===== src/rtl/dbscan_run_cluster.sv =====
// 1-D DBSCAN run clusterer: groups sorted samples into eps-connected runs, counts clusters/noise per frame.
// Optional max-cluster-size tracking is enabled by defining DBSCAN_MAXSIZE_EN.
module dbscan_run_cluster #(
    parameter int DW = 10,
    parameter int CW = 10
) (
    input  logic          clk,
    input  logic          reset,
    input  logic          start,
    input  logic [DW-1:0] cfg_eps,
    input  logic [CW-1:0] cfg_minpts,
    input  logic          in_valid,
    input  logic [DW-1:0] in_data,
    input  logic          in_last,
    output logic          busy,
    output logic          out_valid,
    output logic [CW-1:0] out_clusters,
    output logic [CW-1:0] out_noise,
    output logic [CW-1:0] out_max_size
);

    typedef enum logic [1:0] {IDLE, FIRST, RUN, REPORT} state_t;

    typedef struct packed {
        logic [CW-1:0] clusters;
        logic [CW-1:0] noise;
`ifdef DBSCAN_MAXSIZE_EN
        logic [CW-1:0] max_size;
`endif
    } stats_t;

    localparam logic [CW-1:0] CNT_MAX = '1;

    function automatic logic [CW-1:0] sat_add(logic [CW-1:0] a, logic [CW-1:0] b);
        logic [CW:0] s;
        s = {1'b0, a} + {1'b0, b};
        return s[CW] ? CNT_MAX : s[CW-1:0];
    endfunction

    // A finished run is either a cluster (length >= minpts) or all of its points are noise.
    function automatic stats_t close_run(stats_t s, logic [CW-1:0] len, logic [CW-1:0] minpts);
        stats_t r;
        r = s;
        if (len >= minpts) begin
            r.clusters = sat_add(s.clusters, CW'(1));
`ifdef DBSCAN_MAXSIZE_EN
            if (len > s.max_size) r.max_size = len;
`endif
        end else begin
            r.noise = sat_add(s.noise, len);
        end
        return r;
    endfunction

    state_t        state_q, state_d;
    logic [DW-1:0] eps_q, eps_d;
    logic [CW-1:0] minpts_q, minpts_d;
    logic [DW-1:0] prev_q, prev_d;
    logic [CW-1:0] run_len_q, run_len_d;
    stats_t        stats_q, stats_d;
    stats_t        result_q, result_d;
    logic          busy_q, busy_d;
    logic          out_valid_q, out_valid_d;

    logic [DW:0]   diff;
    logic [CW-1:0] len_next;
    stats_t        st;
    logic          finish;

    // Absolute difference in DW+1 bits so unsorted input never wraps.
    assign diff = (in_data >= prev_q) ? ({1'b0, in_data} - {1'b0, prev_q})
                                      : ({1'b0, prev_q} - {1'b0, in_data});

    always_comb begin
        // NOTE: every signal gets a default first so no latch is inferred on untaken paths.
        state_d     = state_q;
        eps_d       = eps_q;
        minpts_d    = minpts_q;
        prev_d      = prev_q;
        run_len_d   = run_len_q;
        stats_d     = stats_q;
        result_d    = result_q;
        busy_d      = busy_q;
        out_valid_d = 1'b0;
        len_next    = run_len_q;
        st          = stats_q;
        finish      = 1'b0;

        if (start) begin
            eps_d     = cfg_eps;
            minpts_d  = (cfg_minpts == '0) ? CW'(1) : cfg_minpts;
            run_len_d = '0;
            stats_d   = '0;
            state_d   = FIRST;
            busy_d    = 1'b1;
        end else begin
            case (state_q)
                FIRST: if (in_valid) begin
                    prev_d    = in_data;
                    run_len_d = CW'(1);
                    state_d   = RUN;
                    if (in_last) begin
                        stats_d = close_run(stats_q, CW'(1), minpts_q);
                        finish  = 1'b1;
                    end
                end
                RUN: if (in_valid) begin
                    prev_d = in_data;
                    if (diff <= {1'b0, eps_q}) begin
                        len_next = sat_add(run_len_q, CW'(1));
                    end else begin
                        st       = close_run(stats_q, run_len_q, minpts_q);
                        len_next = CW'(1);
                    end
                    // The last sample may both end one run and form a new one-point run.
                    if (in_last) begin
                        st     = close_run(st, len_next, minpts_q);
                        finish = 1'b1;
                    end
                    run_len_d = len_next;
                    stats_d   = st;
                end
                REPORT:  state_d = IDLE;
                default: state_d = IDLE;
            endcase

            if (finish) begin
                state_d     = REPORT;
                busy_d      = 1'b0;
                out_valid_d = 1'b1;
                result_d    = stats_d;
            end
        end
    end

    always_ff @(posedge clk) begin
        if (reset) begin
            state_q     <= IDLE;
            eps_q       <= '0;
            minpts_q    <= '0;
            prev_q      <= '0;
            run_len_q   <= '0;
            stats_q     <= '0;
            result_q    <= '0;
            busy_q      <= 1'b0;
            out_valid_q <= 1'b0;
        end else begin
            // NOTE: non-blocking assignments so every flop samples the pre-edge value of its _d.
            state_q     <= state_d;
            eps_q       <= eps_d;
            minpts_q    <= minpts_d;
            prev_q      <= prev_d;
            run_len_q   <= run_len_d;
            stats_q     <= stats_d;
            result_q    <= result_d;
            busy_q      <= busy_d;
            out_valid_q <= out_valid_d;
        end
    end

    assign busy         = busy_q;
    assign out_valid    = out_valid_q;
    assign out_clusters = result_q.clusters;
    assign out_noise    = result_q.noise;
`ifdef DBSCAN_MAXSIZE_EN
    assign out_max_size = result_q.max_size;
`else
    assign out_max_size = '0;
`endif

endmodule


===== config.mk =====
export PLATFORM = sky130hd
export DESIGN_NAME = dbscan_run_cluster
export DESIGN_NICKNAME = d
export VERILOG_FILES = /design/src/rtl/dbscan_run_cluster.sv
export SDC_FILE = /design/constraint.sdc
export NUM_CORES = 1
export LEC_CHECK = 0
export CAP_MARGIN = 20
export CORE_MARGIN = 2
export CORE_UTILIZATION = 59
export CTS_CLUSTER_DIAMETER = 200
export CTS_CLUSTER_SIZE = 8
export DETAILED_ROUTE_END_ITERATION = 16
export PLACE_DENSITY = 0.81
export SLEW_MARGIN = 10
export SYNTH_ARGS = -nofsm -noshare
export SYNTH_HDL_FRONTEND = slang
export SYNTH_SLANG_ARGS = --single-unit

===== constraint.sdc =====
create_clock -name clk -period 8.6 [get_ports clk]
set_clock_uncertainty 0.2 [all_clocks]
set_input_delay 1.29 -clock clk [delete_from_list [all_inputs] [get_ports clk]]
set_output_delay 1.29 -clock clk [all_outputs]
set_load 0.01 [all_outputs]

# Yosys cells after proc, flatten, opt, wreduce, memory -nomap -nowiden
# Index checks and enable logic that the tools add are counted.
# word_totals
ff_bits	84
in_bits	35
output_inout_bits	32
wordCells	85
# op_classes
addsub	8
order_cmp	5
n_eq_ne	8
n_mux	41
n_bitwise	1
n_reduce_logical	10
# ops
cell	count
$mux W10	19
$mux W20	8
$add A10 B1 Y11 const B	4
$pmux W20 S2	1
$ge A10 B10 Y1	3
$add A10 B10 Y11	2
$sub A10 B10 Y11	2
$pmux W10 S2	1
$le A11 B10 Y1	1
$mux W11	1
$ge A1 B10 Y1 const A	1
$logic_not A10 Y1	1
$mux W1	8
$ne A2 B2 Y1 const B	3
$ne A3 B3 Y1 const B	2
$reduce_and A2 Y1	3
$reduce_and A3 Y1	2
$mux W2	2
$ne A4 B4 Y1 const B	1
$pmux W2 S2	1
$reduce_bool A2 Y1	2
$reduce_or A2 Y1	2
$eq A2 B1 Y1 const B	1
$eq A2 B2 Y1 const B	1
$not A1 Y1	1

# Depth between registers and ports, before layout
# logic_depth
ltp_word	13
ltp_mapped	35
mapped_depth_nobuf	33

# Least setup slack after synthesis
# No wires, ideal clock.
# synth_timing
kind	in2reg
from	input port in_data[8]
to	register stats_q[9] (netlist bit)
t_arrival_ns	6.713
path_slack_ns	1.556
path_stages	27
n_path_buf	2
path_cell_list	inv_1 ha_1 a21o_1 a221oi_1 nand2_1 buf_1 a221oi_1 o21ai_0 xor2_1 ha_1 nand4_1 nor3_1 a21oi_1 o21ai_1 a31oi_1 buf_2 o21ai_0 fa_1 nor2b_1 o21ai_0 a21boi_0 o21a_1 a221o_1 or2_2 o221a_2 a21oi_1 a21oi_1
# synth_via
elab_chain_len	13
# synth_lines
item	line	rtl
start: declaration	13	input logic [DW-1:0] in_data,
$sub A10 B10 Y11, or another cell as far along	72	: ({1'b0, prev_q} - {1'b0, in_data});
$mux W11 (*)	71	assign diff = (in_data >= prev_q) ? ({1'b0, in_data} - {1'b0, prev_q})
$le A11 B10 Y1 (*)	109	if (diff <= {1'b0, eps_q}) begin
$mux W20 / $mux W10 (equally long branches)	109	
$mux W20 / $mux W10 (equally long branches)	107	RUN: if (in_valid) begin
$mux W20 / $mux W10 (equally long branches)	97	case (state_q)
$mux W20 / $mux W10 (equally long branches)	89	if (start) begin
$add A10 B10 Y11	36	s = {1'b0, a} + {1'b0, b};
$mux W10	37	return s[CW] ? CNT_MAX : s[CW-1:0];
$mux W10	44	if (len >= minpts) begin
$mux W20 (*)	116	if (in_last) begin
$mux W20 (*)	107	
$pmux W20 S2 (*)	97	
end signal: assignment	154	stats_q <= stats_d;
end: declaration	60	stats_t stats_q, stats_d;
# Mark *: on every way between the ends. The rest lies on a longest branch, timed or not. The select of a mux whose other input is x is not followed.
# A chain may end at the register's enable or synchronous reset.

# Final worst setup path
# Ends and elaborated chain as after synthesis.

==> summary.md <==
| Metric | Value |
|---|---|
| RSZ-0062 raised after global routing | false |
| Die width | 117 um |
| Synth unique cells | 68 |
| Most common cell on crit path | o21ai_0 |
| CTS clk-pin slew, worst paths | 0.06 ns |
| RR Startpoint | prev_q[8] |
| Status | finished, final reports clean |
| Pre-CTS setup slack | around 0.026 ns |
| Port Buffer Count | 56 |
| Worst Setup Slack, final | just under 0.6 ns |
| Endpoints failing hold | 0 |
| Proportion of synthesized chip area in sequential cells | 22.5% |
| Finish-stage setup viols | 0 |
| Resize count post-CTS | 0 |
| CP required | ~8.6 ns |
| TritonCTS clock tree | built |
| Pin count of the biggest net entering global routing | 33 |
| Layout cell share with drive strength beyond 1 | 5.13% |
| Cell family with most CP delay | compound AO/OA/AOI/OAI gates |
| Drt via density | about 6.1 |
| # IOs | 67 |
| Leakage power | 3.47 nW |
| Synthesized cell area | 7490 um^2 |
| GRT overflow | 0 |
| Relative slew slack | 29.2% |
| Highest clock rate | 125 MHz |
| Fraction of registers with async set/reset | 0% |
| Slew Limit Fails | 0 |
| 1st-pass router iterations | 5 |
| Vias | between 7000 and 8000 |
| Commonest cells post-synth | a21oi_1 (106), nor2_1 (99), dfxtp_1 (84) |
| Register bit count reported by yosys | 84 |
| First-pass GRT wire length | 34000 um |
| Hold-fix buffer count after cts | 0 |
| Initial antenna violation count | 0 |
| Die H | 117 um |
| FF-to-FF End | stats_q[9] |
| Yosys top cell area share | 22.5% |
| CTS Buf Count | 9 |
| Post-synth EDFFs | 0 |
| GP Congestion | roughly 0.98 |
| Drc violations | 0 |
| Avg WL per Cell | 17.2 um |
| Buf/Inv on CP | 3 |
| Worst skew pair latency | between 0.3 and 0.4 ns |
| Largest fanout on the critical path | 10 |
| Number of global-route vias before repair | between 7000 and 8000 |
| Detail Route Antenna Nets | 0 |
| Pwr/cell area | 133 nW/um^2 |
| Final core utilization | 66.7% |
| Yosys top cell by area | dfxtp_1 |
| Crit path launch type | input pin |
| Final Critical Period | 8.02 ns |
| Nature of the critical path endpoint | flip-flop |
| Path type of the worst setup path | in2reg |
| CP arrival | 8.04 ns |
| DIE AREA | 13600 um^2 |
| Ant diodes | 0 |
| 1st-iter DRT viols | 480 |
| Initial core utilization | 59.8% |
| WL final | between 20000 and 25000 um |
| Main synth FF type | dfxtp_1 |
| CTS H-tree lvls | 3 |
| GRT Util Overall | 31.7% |
| CTS max path bufs | 2 |
| Worst hold path endpoint | out_noise[0] |
| Slowest CP cell | clkdlybuf4s50_1 |
| Area contributors post-synth | dfxtp_1 (22%), ha_1 (13%), a21oi_1 (7.1%), nor2_1 (5.0%), o21ai_0 (4.2%) |
| WHS Path Cells | 2 |
| Worst IR Drop VDD | 92.7 uV |
| Worst slew pin tran | ~1.1 ns |
| Hold Path Class | reg2reg |
| Most frequent cell after synthesis | a21oi_1 |
| Hold Crit Start | out_noise[0] |
| Dpl hpwl | 15500 um |
| Root Driver | clkbuf_16 |
| CTS Sinks | 84 |
| Worst path depth | 30 |
| Setup bufs post-CTS | 0 |
| Syn Inst Count | a little over 1000 |
| Syn-to-layout area delta | 11.6% |
| Core box area | 12500 um^2 |
| Ys Warns | 0 |
| Setup_tns | 0 ns |
| Final Cycle Share | between 90% and 100% |
| FF-to-FF setup slack | 1.76 ns |
| Num rows | 41 |
| Post-layout net count | 1144 |
| Max Cap Violations | 0 |
| CP max stage delay | 0.50 ns |
| Worst reg2reg path depth | 28 |
| Mean post-synth cell area | 7.41 um^2 |
==> flip-flops by register name (all words and copies together) (netlist names) <==
name and flops:
stats_q 20, eps_q 10, busy 1, minpts_q 10
out_clusters 10, state_q 2, prev_q 10, out_valid 1
out_noise 10, run_len_q 10
==> metal layers <==
metal  GRT usage (%)  vias up  share of wire [%]
met1            40.1     3397                 43
met2            53.8      275                 47
met3            4.67       52                6.0
met4            13.5        0                3.5
met5               0        -                  0
li1                -     3643                  -
==> layout by cell type, fill, tap and decap left out, types with 29 or more instances in the layout <==
cell             synthesis  routed
a21oi_1                106     106
clkdlybuf4s50_1          0      56
dfxtp_1                 84      84
ha_1                    76      76
inv_1                   70      70
mux2i_1                 29      29
nand2_1                 83      82
nor2_1                  99      99
nor3_1                  30      30
o21ai_0                 63      63
==> worst register-to-register path, delay by kind of cell, from the launching register on <==
kind            cells  cell delay [ns]
compound gates     16             3.77
flops               1             0.32
mux                 1             0.18
simple gates        6             0.89
fa+ha+maj           3             0.93
xor+xnor            1             0.19
buf+inv             1             0.23
==> layout make-up <==
| class | count | area, um^2 |
|---|---|---|
| clock buffers | 13 | 260 |
| clock inverters | 2 | 10.0 |
| fillers | 1148 | 4160 |
| inverters | 72 | 270 |
| multi-input cells | 795 | 5270 |
| flip-flops and latches | 84 | 1680 |
| well taps | 172 | 215 |
| repair buffers | 67 | 643 |
==> per-stage QoR <==
step / hold WS [ns] / instance area (um^2) / cells / power [mW]
5_1_grt: 0.298 / 8350 / 1205 / 1.17
3_5_place_dp: 0.249 / 8060 / 1190 / 0.738
6_report: 0.254 / 8350 / 1205 / 1.11
3_3_place_gp: 0.234 / 8060 / 1190 / 0.731
2_1_floorplan: 0.253 / 7520 / 1019 / 0.649
4_1_cts: 0.264 / 8330 / 1205 / 1.11
==> report_power, final <==
group	internal [mW]	switching (mW)
Sequential	0.401	0.0102
Combinational	0.128	0.201
Clock	0.209	0.163
Total	0.739	0.374
==> cell families (layout without fill, tap and decap cells) <==
| family | Yosys count | in the layout | synth area share, % |
|---|---|---|---|
| mux | 36 | 36 | 4.93 |
| compound gates | 313 | 313 | 26.4 |
| xor+xnor | 38 | 38 | 4.45 |
| buf+inv | 140 | 154 | 7.89 |
| flops | 84 | 84 | 22.5 |
| other cells | 1 | 10 | 0.0501 |
| fa+ha+maj | 80 | 80 | 13.8 |
| simple gates | 318 | 318 | 20.1 |
==> worst max path at each step <==
stage	start	to	slack [ns]
2_1_floorplan	in_data[8]	stats_q[9]	1.56
3_3_place_gp	in_data[8]	out_clusters[6]	0.21
3_5_place_dp	in_data[8]	out_clusters[6]	0.03
4_1_cts	in_data[8]	out_clusters[6]	0.37
5_1_grt	in_data[8]	out_noise[9]	0.06
6_report	in_data[8]	stats_q[9]	0.58
Power figures use the tool's default switching activity.
